**src/rtl/adv_timer_cmd_seq.sv**
```systemverilog
// Command sequencer for an advanced timer channel.
// Turns single-cycle start/stop/update/reset/arm commands into run state and
// strobes. New configuration is held in a shadow register. It is applied at
// once while idle, and only at a period boundary while running.
module adv_timer_cmd_seq #(
  parameter int SEL_W = 8
) (
  input  logic             clk_i,
  input  logic             rstn_i,
  input  logic             cmd_start_i,
  input  logic             cmd_stop_i,
  input  logic             cmd_update_i,
  input  logic             cmd_reset_i,
  input  logic             cmd_arm_i,
  input  logic [SEL_W-1:0] cfg_sel_i,
  input  logic [2:0]       cfg_mode_i,
  input  logic             cfg_oneshot_i,
  input  logic             cnt_end_i,
  output logic             ctrl_active_o,
  output logic             ctrl_update_o,
  output logic             ctrl_arm_o,
  output logic             ctrl_rst_o,
  output logic [SEL_W-1:0] cfg_sel_o,
  output logic [2:0]       cfg_mode_o,
  output logic             upd_pending_o
);

  typedef enum logic [1:0] {
    ST_IDLE    = 2'd0,
    ST_UPD_RUN = 2'd1,
    ST_RUN     = 2'd2
  } state_e;

  state_e             state_q, state_d;
  logic               active_q, active_d;
  logic               update_q, update_d;
  logic               arm_q, arm_d;
  logic               rst_q, rst_d;
  logic               pend_q, pend_d;
  logic [SEL_W-1:0]   sh_sel_q, sh_sel_d;
  logic [2:0]         sh_mode_q, sh_mode_d;
  logic [SEL_W-1:0]   sel_q, sel_d;
  logic [2:0]         mode_q, mode_d;
  logic               eff_pend_s;
  logic               apply_s;

  // Next-state, shadow capture and strobe generation; reset > stop > start.
  always_comb begin
    state_d    = state_q;
    apply_s    = 1'b0;
    rst_d      = 1'b0;
    // An update sampled on this edge counts as already pending.
    eff_pend_s = pend_q | cmd_update_i;
    sh_sel_d   = cmd_update_i ? cfg_sel_i  : sh_sel_q;
    sh_mode_d  = cmd_update_i ? cfg_mode_i : sh_mode_q;
    pend_d     = eff_pend_s;
    arm_d      = cmd_arm_i & ~cmd_reset_i;

    if (cmd_reset_i) begin
      state_d = ST_IDLE;
      pend_d  = 1'b0;
      rst_d   = 1'b1;
    end else if (cmd_stop_i) begin
      // Stopping keeps any pending configuration for later application.
      state_d = ST_IDLE;
    end else begin
      case (state_q)
        ST_IDLE: begin
          if (cmd_start_i) begin
            if (eff_pend_s) begin
              state_d = ST_UPD_RUN;
              apply_s = 1'b1;
            end else begin
              state_d = ST_RUN;
            end
          end else if (eff_pend_s) begin
            apply_s = 1'b1;
          end else begin
            state_d = ST_IDLE;
          end
        end
        ST_UPD_RUN: begin
          state_d = ST_RUN;
        end
        ST_RUN: begin
          if (cnt_end_i) begin
            apply_s = eff_pend_s;
            if (cfg_oneshot_i) begin
              state_d = ST_IDLE;
            end else begin
              state_d = ST_RUN;
            end
          end else begin
            state_d = ST_RUN;
          end
        end
        default: begin
          state_d = ST_IDLE;
        end
      endcase
    end

    if (apply_s) begin
      update_d = 1'b1;
      sel_d    = sh_sel_d;
      mode_d   = sh_mode_d;
      pend_d   = 1'b0;
    end else begin
      update_d = 1'b0;
      sel_d    = sel_q;
      mode_d   = mode_q;
    end

    active_d = (state_d == ST_RUN);
  end

  // State, shadow and registered output flops.
  always_ff @(posedge clk_i or negedge rstn_i) begin
    if (!rstn_i) begin
      state_q   <= ST_IDLE;
      active_q  <= 1'b0;
      update_q  <= 1'b0;
      arm_q     <= 1'b0;
      rst_q     <= 1'b0;
      pend_q    <= 1'b0;
      sh_sel_q  <= {SEL_W{1'b0}};
      sh_mode_q <= 3'd0;
      sel_q     <= {SEL_W{1'b0}};
      mode_q    <= 3'd0;
    end else begin
      state_q   <= state_d;
      active_q  <= active_d;
      update_q  <= update_d;
      arm_q     <= arm_d;
      rst_q     <= rst_d;
      pend_q    <= pend_d;
      sh_sel_q  <= sh_sel_d;
      sh_mode_q <= sh_mode_d;
      sel_q     <= sel_d;
      mode_q    <= mode_d;
    end
  end

  assign ctrl_active_o = active_q;
  assign ctrl_update_o = update_q;
  assign ctrl_arm_o    = arm_q;
  assign ctrl_rst_o    = rst_q;
  assign cfg_sel_o     = sel_q;
  assign cfg_mode_o    = mode_q;
  assign upd_pending_o = pend_q;

endmodule
```
**config.mk**
```make
export PLATFORM = sky130hd
export DESIGN_NAME = adv_timer_cmd_seq
export DESIGN_NICKNAME = d
export VERILOG_FILES = /design/src/rtl/adv_timer_cmd_seq.sv
export SDC_FILE = /design/constraint.sdc
export NUM_CORES = 1
export LEC_CHECK = 0
export CAP_MARGIN = 20
export CORE_MARGIN = 2
export CORE_UTILIZATION = 33
export CTS_CLUSTER_SIZE = 12
export DETAILED_ROUTE_END_ITERATION = 10
export PLACE_DENSITY = 0.69
export SKIP_LAST_GASP = 1
export SLEW_MARGIN = 15
export SYNTH_ARGS = -nofsm -noshare
export SYNTH_HDL_FRONTEND = slang
export SYNTH_SLANG_ARGS = --single-unit
```
**constraint.sdc**
```tcl
create_clock -name clk_i -period 3.7 [get_ports clk_i]
set_clock_uncertainty 0.15 [all_clocks]
set_input_delay 0.37 -clock clk_i [delete_from_list [all_inputs] [get_ports clk_i]]
set_output_delay 0.37 -clock clk_i [all_outputs]
set_load 0.01 [all_outputs]
```
==> flow_summary.toml <==
[outcome]
status = "finished, final reports clean"

[clock_network]
cts_sinks = 29
tritoncts_clock_tree = "yes"
postCtsSetupBuffers = 0
cts_htree_levels = 2
postCtsResizedCells = 0
worst_skew_pair.late_latency_ps = 310
cts.reportedPaths.clkPinSlew_ps = 80
cts_root_buffer = "clkbuf_4"
clockBufferDepth = 2
holdBufCountCts = 0
cts-buffers-inserted = 5

[route]
drt-initial-drc-count = 10
routed_wl_um = 1840
viasPerCell = 4.45
detail_route.wl_per_cell_um = 11.8
first_pass_iters = 3
route.vias.total = 694
antenna_left = 0
drcViolationCount = 0

[power]
design_power_total_w = 0.000750
netSwitchingFraction_pct = 23.5
p_per_area_mw_per_mm2 = 478
power_frac_comb_pct = 24.2
intPower_w = 0.000573
sw_pwr_w = 0.000176
leakage_nw = 0.652
irDropWorstVdd_uv = 129
power.sequential.fraction_pct = 51.6
clkPwrFrac_pct = 24.3

[setup_path]
critical_path_peak_fanout = 12
crit_arrival_ps = 2370
reg2reg_depth = 3
worstSetupStartpointType = "primary input"
required_ps = 3740
path_class = "in2reg"
crit_path_end_kind = "flop"

[timing]
slew_headroom_pct = 43.8
report.final.hold_viol_count = 0
rsz0062_at_grt = "false"
timing.final.ws_setup_ps = 1370
min_period_ps = 2330
timing.final.crit_share_pct = 62.9
max_slew.worst_pin.slew_ps = 842
slew_violations = 0
clock.fmax_mhz = 430
setup_failing_eps_final = 0
setup_tns_ps = 0

[placed_design]
placement.setup.worst_slack_ps = 1030
port-buffer-count = 35
place_congestion = 0.708
place.detailed.hpwl_um = 1390
placedInstanceArea_sq_mm = 0.00151

[layout]
num-nets-final = 130
most-common-layout-cells = "clkdlybuf4s50_1 (35), dfrtp_1 (29), mux2_2 (22)"
total_area_of_multi_input_combinational_cells_sq_um = 357
sequential_cell_area_sq_um = 726
nFillCells = 310
post-route-cell-area_sq_mm = 0.00157
most_common_cell_after_layout_fill_and_taps_aside = "clkdlybuf4s50_1"
layout-drive-gt1-share_pct = 31.8
fin_util_pct = 47.7
syn2layout_area_growth_pct = 41.4
diodes = 0

[global_routing]
grt_first_pass_wirelength_um = 2930
groute.layer.met1.usage_pct = 11.9
antenna_found_initial = 0
globalRouteMet2Util_pct = 17.6
groute.usage.overall_pct = 10.9
grtUsageMet3_pct = 5.59
number_of_global_route_vias_before_repair = 701
grt.overflow.total = 0
grt_start_max_net_pins = 30
busiest_layer = "met2"

[synthesis]
synth.lib_cells_used.distinct = 16
synthCells = 68
ys_warn_count = 0
synthTopCellsByArea = "dfrtp_1 (65%), mux2_2 (22%), a2111oi_4 (2.5%)"
synth_seq_cells = 29
yosysTopAreaCellShare_pct = 65.5
synthesis.area_sq_mm = 0.00111
synth_area_leader_cell = "dfrtp_1"
synth.yosys.seq_area_share_pct = 65.5
syn_nets = 88
postSynthAreaPerCell_sq_um = 16.3

[floorplanning]
die_y_um = 62.0
boundaryPins = 36
initial_core_util_pct = 33.8
fp-row-count = 21
floorplan.core_area_sq_mm = 0.00328
die_area_sq_mm = 0.00384
die_wd_um = 62.0

[job]
max-cap-violations = 0

[worst_hold_path]
min-delay-path-class = "in2async"
cells in the mapped netlist:
master and n:
and2b_2 1, buf_6 1, nand2b_1 2, or3b_2 1, inv_1 2, nor3_1 1
a21o_2 1, a211oi_1 1, nor2_1 1, a21oi_1 1, dfrtp_1 29, or2_4 1
a31oi_1 2, buf_4 1, a2111oi_4 1, mux2_2 22
metal layers:
layer / share of wire [%] / routed length [um]
met5: 0 / 0
met2: 49 / 900
met3: 8.5 / 156
met4: 2.0 / 37
met1: 40 / 744
through the flow:
step	cells	hold WS (ps)
3_5_place_dp	149	332
3_3_place_gp	149	326
2_1_floorplan	68	-75.6
5_1_grt	156	310
4_1_cts	156	301
6_report	156	288
worst paths after layout:
path                                from            to  slack [ps]
setup / recovery            cmd_update_i  cfg_sel_o[2]        1370
hold / removal                    rstn_i   sh_sel_q[1]         290
setup reg to reg           upd_pending_o  cfg_sel_o[2]        1760
hold reg to reg              sh_sel_q[3]   sh_sel_q[3]         350
max in group asynchronous         rstn_i   sh_sel_q[5]        2850
min in group clk_i           sh_sel_q[3]   sh_sel_q[3]         350
power by group through the flow:
stage               clock (W)  combinational, W  sequential [W]
floorplan                   0         0.0000589        0.000408
global placement            0          0.000181        0.000393
detailed placement          0          0.000184        0.000395
CTS                  0.000190          0.000184        0.000388
global route         0.000205          0.000196        0.000394
finish               0.000182          0.000181        0.000387
registers in the layout, summed over array words and instances (netlist names):
register       count
ctrl_active_o      1
state_q            2
ctrl_arm_o         1
sh_sel_q           8
cfg_sel_o          8
cfg_mode_o         3
ctrl_rst_o         1
upd_pending_o      1
sh_mode_q          3
ctrl_update_o      1
worst max-delay path, stage by stage:
cell,delay (ps)
clkdlybuf4s50_1,460
buf_4,200
nor2_1,130
a2111oi_4,800
mux2_2,410
area by class of cell:
type | count | share of cell area (%)
Sequential cell | 29 | 46.3
Timing Repair Buffer | 37 | 23.3
Multi-Input combinational cell | 35 | 22.7
Tap cell | 46 | 3.67
Clock buffer | 7 | 3.51
Inverter | 2 | 0.479
cell families after synthesis:
| family | Yosys count | share of synthesized area (%) |
|---|---|---|
| buf+inv | 4 | 2.37 |
| simple gates | 7 | 4.29 |
| compound gates | 6 | 5.53 |
| mux | 22 | 22.3 |
| flops | 29 | 65.5 |
Power figures use the tool's default switching activity.
